### config.mk
export PLATFORM = sky130hd
export DESIGN_NAME = rsa_exp_ctrl
export DESIGN_NICKNAME = d
export VERILOG_FILES = /design/src/rtl/rsa_pkg.sv /design/src/rtl/rsa_op_issue.sv /design/src/rtl/rsa_exp_ctrl.sv
export SDC_FILE = /design/constraint.sdc
export NUM_CORES = 1
export LEC_CHECK = 0
export CAP_MARGIN = 20
export CORE_MARGIN = 2
export CORE_UTILIZATION = 30
export DETAILED_ROUTE_END_ITERATION = 7
export PLACE_DENSITY = 0.62
export RECOVER_POWER = 25
export SLEW_MARGIN = 20
export SYNTH_ARGS = -nofsm -noshare
export SYNTH_HDL_FRONTEND = slang
export SYNTH_HIERARCHICAL = 1
export SYNTH_SLANG_ARGS = --single-unit
export TNS_END_PERCENT = 100
### constraint.sdc
create_clock -name clk -period 3.7 [get_ports clk]
set_clock_uncertainty 0.2 [all_clocks]
set_input_delay 0.74 -clock clk [delete_from_list [all_inputs] [get_ports clk]]
set_output_delay 0.74 -clock clk [all_outputs]
set_load 0.05 [all_outputs]
### src/rtl/rsa_pkg.sv
// ---------------------------------------------------------------------------
// rsa_pkg: shared types for the RSA exponentiation sequencer.  Rev 1.0
// ---------------------------------------------------------------------------
`default_nettype none

package rsa_pkg;

  localparam int RSA_WIDTH = 8;
  localparam logic [RSA_WIDTH-1:0] ONE = RSA_WIDTH'(1);

  typedef enum logic [2:0] {
    IDLE   = 3'd0,
    PRE_M  = 3'd1,
    PRE_X  = 3'd2,
    SQUARE = 3'd3,
    MULT   = 3'd4,
    NEXT   = 3'd5,
    POST   = 3'd6,
    DONE   = 3'd7
  } rsa_state_e;

  typedef enum logic [1:0] {
    ISS_IDLE  = 2'd0,
    ISS_ISSUE = 2'd1,
    ISS_WAIT  = 2'd2
  } iss_state_e;

  typedef enum logic [2:0] {
    SEL_M     = 3'd0,
    SEL_ONE   = 3'd1,
    SEL_CONST = 3'd2,
    SEL_XBAR  = 3'd3,
    SEL_MBAR  = 3'd4
  } opsel_e;

  typedef struct packed {
    opsel_e a;
    opsel_e b;
  } opsel_t;

  // Operand pair fed to the MMM in each op state.
  function automatic opsel_t op_sel(input rsa_state_e s);
    opsel_t r;
    r.a = SEL_ONE;
    r.b = SEL_ONE;
    case (s)
      PRE_M:   begin r.a = SEL_M;    r.b = SEL_CONST; end
      PRE_X:   begin r.a = SEL_ONE;  r.b = SEL_CONST; end
      SQUARE:  begin r.a = SEL_XBAR; r.b = SEL_XBAR;  end
      MULT:    begin r.a = SEL_XBAR; r.b = SEL_MBAR;  end
      POST:    begin r.a = SEL_XBAR; r.b = SEL_ONE;   end
      default: begin r.a = SEL_ONE;  r.b = SEL_ONE;   end
    endcase
    return r;
  endfunction

endpackage

`default_nettype wire

### src/rtl/rsa_op_issue.sv
// ---------------------------------------------------------------------------
// rsa_op_issue: one-op MMM issue/wait handshake with abort.  Rev 1.0
// ---------------------------------------------------------------------------
`default_nettype none

module rsa_op_issue
  import rsa_pkg::*;
(
  input  logic clk,
  input  logic rst,
  input  logic ena,
  input  logic launch,
  input  logic abort,
  input  logic mmm_done,
  output logic mmm_start,
  output logic mmm_abort,
  output logic op_done
);

  iss_state_e state, state_n;
  logic       abort_q;

  // A launch arriving with the completing done chains straight into the next issue.
  always_comb begin
    state_n = state;
    case (state)
      ISS_IDLE:  if (launch) state_n = ISS_ISSUE;
      ISS_ISSUE: state_n = ISS_WAIT;
      ISS_WAIT:  if (mmm_done) state_n = launch ? ISS_ISSUE : ISS_IDLE;
      default:   state_n = ISS_IDLE;
    endcase
    if (abort) state_n = ISS_IDLE;
  end

  always_ff @(posedge clk) begin
    if (rst) begin
      state   <= ISS_IDLE;
      abort_q <= 1'b0;
    end else if (ena) begin
      state   <= state_n;
      abort_q <= abort && (state != ISS_IDLE);
    end
  end

  assign mmm_start = (state == ISS_ISSUE);
  assign mmm_abort = abort_q;
  assign op_done   = (state == ISS_WAIT) && mmm_done;

endmodule

`default_nettype wire

### src/rtl/rsa_exp_ctrl.sv
// ---------------------------------------------------------------------------
// rsa_exp_ctrl: left-to-right square-and-multiply sequencer over an MMM.  Rev 1.0
// ---------------------------------------------------------------------------
`default_nettype none

module rsa_exp_ctrl
  import rsa_pkg::*;
#(
  parameter int WIDTH = 8
) (
  input  logic             clk,
  input  logic             rst,
  input  logic             ena,
  input  logic             start,
  input  logic             stop,
  input  logic [WIDTH-1:0] rsa_p,
  input  logic [WIDTH-1:0] rsa_e,
  input  logic [WIDTH-1:0] rsa_m,
  input  logic [WIDTH-1:0] rsa_const,
  output logic             mmm_start,
  output logic [WIDTH-1:0] mmm_a,
  output logic [WIDTH-1:0] mmm_b,
  output logic [WIDTH-1:0] mmm_p,
  output logic             mmm_abort,
  input  logic             mmm_done,
  input  logic [WIDTH-1:0] mmm_result,
  output logic [WIDTH-1:0] rsa_c,
  output logic             eoc,
  output logic             busy
);

  localparam int IW = (WIDTH > 1) ? $clog2(WIDTH) : 1;

  rsa_state_e       state, state_n;
  logic [WIDTH-1:0] p_q, e_q, m_q, k_q, m_bar, x_bar;
  logic [IW-1:0]    bit_idx;
  logic             accept, halt, launch, op_done, is_op;
  opsel_t           sel;

  assign busy   = !((state == IDLE) || (state == DONE));
  assign is_op  = (state == PRE_M) || (state == PRE_X) || (state == SQUARE) ||
                  (state == MULT) || (state == POST);
  assign accept = start && !stop && !busy;
  assign halt   = stop && busy;
  assign mmm_p  = p_q;

  function automatic logic [WIDTH-1:0] operand(input opsel_e s);
    case (s)
      SEL_M:     return m_q;
      SEL_ONE:   return WIDTH'(ONE);
      SEL_CONST: return k_q;
      SEL_XBAR:  return x_bar;
      SEL_MBAR:  return m_bar;
      default:   return '0;
    endcase
  endfunction

  always_comb begin
    sel   = op_sel(state);
    mmm_a = '0;
    mmm_b = '0;
    if (is_op) begin
      mmm_a = operand(sel.a);
      mmm_b = operand(sel.b);
    end
  end

  // launch is raised on the edge that enters an op state so its issue cycle is the first one.
  always_comb begin
    state_n = state;
    launch  = 1'b0;
    case (state)
      IDLE, DONE: if (accept) begin state_n = PRE_M; launch = 1'b1; end
      PRE_M:      if (op_done) begin state_n = PRE_X; launch = 1'b1; end
      PRE_X:      if (op_done) begin state_n = SQUARE; launch = 1'b1; end
      SQUARE: begin
        if (op_done) begin
          if (e_q[bit_idx]) begin
            state_n = MULT;
            launch  = 1'b1;
          end else begin
            state_n = NEXT;
          end
        end
      end
      MULT:       if (op_done) state_n = NEXT;
      NEXT: begin
        launch  = 1'b1;
        state_n = (bit_idx == '0) ? POST : SQUARE;
      end
      POST:       if (op_done) state_n = DONE;
      default:    state_n = IDLE;
    endcase
    if (halt) begin
      state_n = IDLE;
      launch  = 1'b0;
    end
  end

  always_ff @(posedge clk) begin
    if (rst) begin
      state   <= IDLE;
      p_q     <= '0;
      e_q     <= '0;
      m_q     <= '0;
      k_q     <= '0;
      m_bar   <= '0;
      x_bar   <= '0;
      bit_idx <= '0;
      rsa_c   <= '0;
      eoc     <= 1'b0;
    end else if (ena) begin
      state <= state_n;
      if (accept) begin
        p_q     <= rsa_p;
        e_q     <= rsa_e;
        m_q     <= rsa_m;
        k_q     <= rsa_const;
        bit_idx <= IW'(WIDTH - 1);
        eoc     <= 1'b0;
      end else if (stop) begin
        eoc <= 1'b0;
      end
      if (op_done && !halt) begin
        case (state)
          PRE_M:               m_bar <= mmm_result;
          PRE_X, SQUARE, MULT: x_bar <= mmm_result;
          POST: begin
            rsa_c <= mmm_result;
            eoc   <= 1'b1;
          end
          default: ;
        endcase
      end
      if ((state == NEXT) && !halt && (bit_idx != '0))
        bit_idx <= bit_idx - IW'(1);
    end
  end

  rsa_op_issue u_issue (
    .clk       (clk),
    .rst       (rst),
    .ena       (ena),
    .launch    (launch),
    .abort     (halt),
    .mmm_done  (mmm_done),
    .mmm_start (mmm_start),
    .mmm_abort (mmm_abort),
    .op_done   (op_done)
  );

endmodule

`default_nettype wire

== After elaboration in Yosys (flattened, before gate mapping) ==
Cells that the tools add are included.
Widths: inputs -> output; s select.
Word-level totals
  register bits after elaboration: 66
  bits in latches: 0
  RAM bits: 0
  memory bits (read-only): 0
  input bits: 46
  output and inout port bits: 36
  word-level logic and storage cells: 107
  memories kept: 0
Cells by class
  add/sub/neg operators: 1
  $mul: 0
  div/mod/pow operators: 0
  $lt $le $gt $ge: 1
  equality and inequality tests: 25
  shift-type cells: 0
  mux-type cells: 34
  bitwise gates (word level): 0
  reductions and logical operators: 34
Operators with widths (count)
  $pmux 8 s5: 2
  $mux 3: 10
  $pmux 5 s5: 1
  $ne 3x3->1 const B: 7
  $pmux 3 s7: 1
  $eq 3x2->1 const B: 6
  $eq 3x3->1 const B: 6
  $mux 8: 2
  $logic_not 3->1: 4
  $mux 1: 12
  $reduce_and 3->1: 4
  $eq 3x1->1 const B: 3
  $logic_and 1x1->1: 8
  $reduce_and 7->1: 1
  $mux 2: 3
  $pmux 2 s3: 1
  $logic_or 1x1->1: 5
  $lt 3x4->1 const B: 1
  $pmux 1 s4: 1
  $reduce_and 2->1: 2
  $reduce_bool 2->1: 2
  $reduce_or 2->1: 2
  $bmux 1 s3: 1
  $logic_not 1->1: 3
  other kinds (7): 7

== Logic depth before layout (Yosys ltp) ==
Gate-level depths: netlist of the first run.
  depth in word-level cells: 10
  gate-level depth with buffers: 8

== Modules after synthesis ==
Netlist of the first run, hierarchy kept.
Modules (own cells, without submodules)
  rsa_exp_ctrl: instances 1, cells each 360, area an instance 3024.2 um^2, sequential area each 1261.2 um^2
  rsa_op_issue: instances 1, cells each 18, area an instance 161.4 um^2, sequential area each 60.1 um^2

== Worst setup path before layout of the first run ==
No wires, ideal clock.
  path type: reg2out
  from: register state[1] (netlist name)
  to: output mmm_a[1]
  arrival: 2.104 ns
  path slack: 0.656 ns
  stages on the path, launching flop included: 6
  cells stage by stage: dfxtp_1 > buf_2 > buf_2 > buf_2 > mux2i_1 > o21ai_0
RTL lines
  end, declared: RTL line rsa_exp_ctrl.sv:21  | output logic [WIDTH-1:0] mmm_a,

==> results of run 1 <==
logic make-up after synthesis:
group,share of synthesized area
simple gates,0.197
compound gates,0.172
flops,0.415
mux,0.145
buf+inv,0.0601
fa+ha+maj,0.00785
xor+xnor,0.00275
sequential cells by signal, summed over array words and instances (netlist names), 2 cells and up:
signal and flops:
state 3, rsa_c 8, m_bar 8, x_bar 8
bit_idx 3, u_issue/state 2, e_q 8, m_q 8
mmm_p 8, k_q 8
worst paths after layout:
check | from | end | slack, ns | cells after the start
worst min-delay path | e_q[3] | e_q[3] | 0.25 | 2
worst max register to register | state[2] | m_q[0] | 1.05 | 5
worst max-delay path | state[1] | mmm_b[6] | 0.48 | 5
worst min register to register | e_q[3] | e_q[3] | 0.25 | 2
area by class of cell:
cell class / instances / share of cell area
multi-input cells: 275 / 0.388
flip-flops and latches: 66 / 0.307
repair buffers: 88 / 0.212
well taps: 136 / 0.0395
clock buffers: 12 / 0.0360
clock inverters: 4 / 0.0116
inverters: 7 / 0.00610
cells in the mapped netlist (2+ instances only):
master     n
clkbuf_1  10
nand2_1   81
o22ai_1    4
mux2_2     7
o211a_1    2
nand4_1    2
o211ai_1   5
inv_1      7
nor2b_1    6
ha_1       2
a21oi_1   40
buf_2     12
buf_6      3
mux2i_1   36
a211oi_1   3
buf_4      4
nand2b_1   3
and3_1     2
a31oi_1    2
o21a_1     3
nor2_1    30
dfxtp_1   66
a22oi_1    8
o21ai_0   14
nor3_1     3
layer usage:
| metal | GRT usage | up-vias | routed length (um) |
|---|---|---|---|
| li1 | - | 1442 | - |
| met1 | 0.197 | 1327 | 3880 |
| met2 | 0.225 | 79 | 3670 |
| met3 | 0.0486 | 8 | 623 |
| met4 | 0.0557 | 0 | 109 |
| met5 | 0 | - | 0 |
worst reg2reg max path, delay by kind of cell (launching register included):
family	cells	cell delay, ns
DFF	1	0.67
and+or+nand+nor	2	0.29
AOI/OAI and AO/OA	2	0.37
buffers and inverters	1	1.06
where the power goes:
group          switching [mW]  internal [mW]
logic                  0.0994         0.0865
registers              0.0158          0.726
clock network           0.275          0.347
cells in the final DEF, fill, tap and decap left out, types with 2 or more instances in the layout:
| cell type | n |
|---|---|
| a211oi_1 | 3 |
| a21oi_1 | 40 |
| a22oi_1 | 8 |
| a31oi_1 | 2 |
| and3_1 | 2 |
| buf_12 | 8 |
| buf_4 | 13 |
| clkbuf_1 | 3 |
| clkbuf_8 | 11 |
| clkdlybuf4s50_1 | 51 |
| clkinvlp_4 | 2 |
| dfxtp_1 | 66 |
| dlygate4sd3_1 | 13 |
| ha_1 | 2 |
| inv_1 | 7 |
| mux2_2 | 7 |
| mux2i_1 | 36 |
| nand2_1 | 81 |
| nand2b_1 | 3 |
| nand4_1 | 2 |
| nor2_1 | 30 |
| nor2b_1 | 6 |
| nor3_1 | 3 |
| o211a_1 | 2 |
| o211ai_1 | 5 |
| o21a_1 | 3 |
| o21ai_0 | 14 |
| o22ai_1 | 4 |
==> impl_results.md, run 1 <==
* Status: finished clean
* Antenna violations before repair at 0
* Setup TNS at 0 ns
* Worst Path Max Fanout at 24
* Yosys cell types at 48
* Number of global-route vias before repair at 2705
* Full die area at 0.0115 mm2
* Post-CTS Setup Bufs at 0
* IO Pins at 82
* RSZ-0062 raised after global routing: false
* Final nets at 495
* Port buffer count at 81
* CP Data Arrival Time at 2.28 ns
* Max_cap viols at 0
* Hold WS at 0.254 ns
* Hold Fails Final Rpt at 0
* Final min period at 3.22 ns
* CP endpoint kind: output port
* Hold buffer count at cts at 0
* Setup violations, final at 0
* Final Cycle Share at 0.870
* Post-synthesis sequential area ratio at 0.415
* Die span in y at 107 um
* First-pass GRT wire length at 13.4 mm
* Layout Cells excl Fill at 588
* Clk_lat worst skew at 0.33 ns
* Final Cell Area at 0.00431 mm2
* CP Cell Sequence: buf_4, mux2_2, a22oi_1, o21ai_0, buf_12
* Initial DRC count at 193
* Area delta synth->final at 35.2%
* Synthesis-stage register bit count at 66
* Share of layout cells above drive strength 1 at 0.113
* # diodes at 0
* Reg area at 0.00132 mm2
* CTS max path bufs at 2
* Slew @ Worst Pin at 1.43 ns
* H-tree Lvls at 3
* Multi-input gate area at 0.00167 mm2
* Pwr dens at 360 mW/mm2
* Slowest-stage cell, CP: dfxtp_1
* Relative slew slack at 0.0493
* Pwr Total at 1.55 mW
* Total wire length at 8.28 mm
* Worst Path Buf+Inv at 2
* Synth top area cells: dfxtp_1 (41%), mux2i_1 (11%), nand2_1 (9.5%)
* Root buffer cell: clkbuf_8
* Inserted Clock Buffers at 9
* Starting Density at 0.309
* Via count at 2856
* CTS tree: done
* Drt wl/cell at 14.1 um
* Die Wd at 107 um
* Main synth FF type: dfxtp_1
* Clock-pin slew on the worst setup and hold paths at 0.07 ns
* Synthesized Nets at 426
* Cell Area, Placed at 0.00411 mm2
* Layout fillers at 1051
* Crit start category: flip-flop
* GRT Overall Usage at 0.149
* Final antenna-violating net count at 0
* Core area at 0.0103 mm2
* Syn avg cell area at 8.43 um2
* Slowest stage delay, CP at 0.60 ns
* Yosys top cell by area: dfxtp_1
* Post-synth EDFFs at 0
* Pin count of the biggest net entering global routing at 44
* Critical path class: reg2out
* CTS sink count at 66
* Dpl ws at 0.694 ns
* CP required at 2.76 ns
* GP Congestion at 0.804
* Core Rows at 37
* Max frequency at 0.311 GHz
* Hold Crit Class: reg2reg
* Max-slew violation count at 0
* Post-route DRC violation count at 0
* Crit-path leading delay family: flip-flops
* Util after Layout at 0.417
* Setup ws final at 0.482 ns
* YS warnings at 6
* Post-synthesis cell area at 0.00319 mm2
* Post-CTS sizing at 0
* DRT Pass-1 Iters at 4
* Post-synth ARST share at 0
* Placed Cells at 572
* Drt via density at 4.86
* Dpl hpwl at 5.97 mm
* Global route overflow at 0
* Peak VDD IR at 0.153 mV
* Leak at 1.58 nW
* Yosys top cell area share at 0.415
* Mapped Cells at 378
(Power assumes the default switching activity.)
==> inputs of run 2 (changes only) <==
==> constraint.sdc (replaced) <==
create_clock -name clk -period 3.7 [get_ports clk]
set_clock_uncertainty 0.2 [all_clocks]
set_input_delay 0.555 -clock clk [delete_from_list [all_inputs] [get_ports clk]]
set_output_delay 0.555 -clock clk [all_outputs]
set_load 0.05 [all_outputs]
==> run 2 against run 1 <==
Non-clock buffer count unchanged. Count of clock-buffer cells in the layout unchanged. Register-to-register slack better by 0.08 ns. Combinational power about the same. Worst hold slack improved by 0.0013 ns. Largest cell class unchanged.
==> impl_results.md, run 2 (synthesized netlist as in run 1, its figures left out) <==
* Status: finished clean
* R2R depth at 5
* CP Data Arrival Time at 2.64 ns
* Setup violations, final at 0
* Placed Cells at 572
* Core area at 0.0103 mm2
* Pwr dens at 344 mW/mm2
* Cell Area, Placed at 0.00412 mm2
* CP endpoint kind: output port
* Area delta synth->final at 34.6%
* Most common cell after layout, fill and taps aside: nand2_1
* Via count at 2857
* Antenna violations before repair at 0
* Final nets at 495
* Pin count of the biggest net entering global routing at 43
* CP required at 2.94 ns
* Die Wd at 107 um
* Root buffer cell: clkbuf_8
* Core Rows at 37
* Port buffer count at 81
* Slew @ Worst Pin at 0.798 ns
* CTS tree: done
* Number of global-route vias before repair at 2738
* Setup TNS at 0 ns
* Critical path class: reg2out
* Worst Hold Depth at 2
* Final antenna-violating net count at 0
* Full die area at 0.0115 mm2
* Critical R2R Launch: state[0]
* Max_cap viols at 0
* Post-CTS Setup Bufs at 0
* Starting Density at 0.309
* Post-route DRC violation count at 0
* CTS sink count at 66
* First-pass GRT wire length at 13.6 mm
* Multi-input gate area at 0.00167 mm2
* Max frequency at 0.295 GHz
* H-tree Lvls at 3
* Util after Layout at 0.415
* CTS max path bufs at 2
* Most frequent cells in the layout: nand2_1 (81), dfxtp_1 (66), clkdlybuf4s50_1 (53)
* Final Cycle Share at 0.918
* GRT Overall Usage at 0.150
* Hold Crit Class: reg2reg
* Hold Fails Final Rpt at 0
* # diodes at 0
* Layout Cells excl Fill at 587
* Post-CTS sizing at 0
* Leak at 1.58 nW
* Drt via density at 4.87
* Drt wl/cell at 14.3 um
* DRT Pass-1 Iters at 4
* Hold buffer count at cts at 0
* Max-slew violation count at 0
* Dpl ws at 0.679 ns
* IO Pins at 82
* Crit start category: flip-flop
* Initial DRC count at 135
* Peak VDD IR at 0.149 mV
* Clk_lat worst skew at 0.34 ns
* Share of layout cells above drive strength 1 at 0.0953
* WHS Endpoint: e_q[7]
* Worst Path Max Fanout at 15
* Relative slew slack at 0.468
* FF-to-FF setup slack at 1.13 ns
* Setup ws final at 0.305 ns
* Dpl hpwl at 5.97 mm
* Inserted Clock Buffers at 9
* Hold WS at 0.256 ns
* GP Congestion at 0.815
* Reg area at 0.00132 mm2
* R2R Path End: rsa_c[2]
* Layout fillers at 1055
* Final min period at 3.40 ns
* Clock-pin slew on the worst setup and hold paths at 0.07 ns
* RSZ-0062 raised after global routing: false
* Pwr Total at 1.47 mW
* Hold path start: e_q[7]
* Final Cell Area at 0.00429 mm2
* Total wire length at 8.39 mm
* Die span in y at 107 um
* Global route overflow at 0
## run 2: how the worst max path moves through the flow
stage,start,end
2_1_floorplan,state[1],mmm_a[1]
3_3_place_gp,state[0],mmm_a[4]
3_5_place_dp,state[0],mmm_a[6]
4_1_cts,state[0],mmm_a[6]
5_1_grt,state[0],mmm_a[4]
6_report,state[0],mmm_a[2]
## run 2: cell type report
class	instances	share of cell area
clock buffers	12	0.0362
clock inverters	3	0.00350
inverters	7	0.00613
multi-input cells	275	0.390
flip-flops and latches	66	0.308
well taps	136	0.0397
repair buffers	88	0.216
## run 2: per-layer routing
| layer | vias up | track usage | part of all wire |
|---|---|---|---|
| li1 | 1439 | - | - |
| met1 | 1319 | 0.210 | 0.49 |
| met2 | 90 | 0.219 | 0.43 |
| met3 | 9 | 0.0438 | 0.063 |
| met4 | 0 | 0.0482 | 0.013 |
| met5 | - | 0 | 0 |
## run 2: worst max-delay path: stages, from the launching register on
cell             delay, ns
dfxtp_1               0.46
buf_4                 0.27
nor2b_1               0.51
nand2_1               0.09
o21ai_0               0.11
clkdlybuf4s50_1       0.84
## run 2: power by group
part	switching, mW	internal [mW]
sequential	0.0162	0.726
combinational	0.0990	0.0854
clock	0.275	0.273
total	0.390	1.08
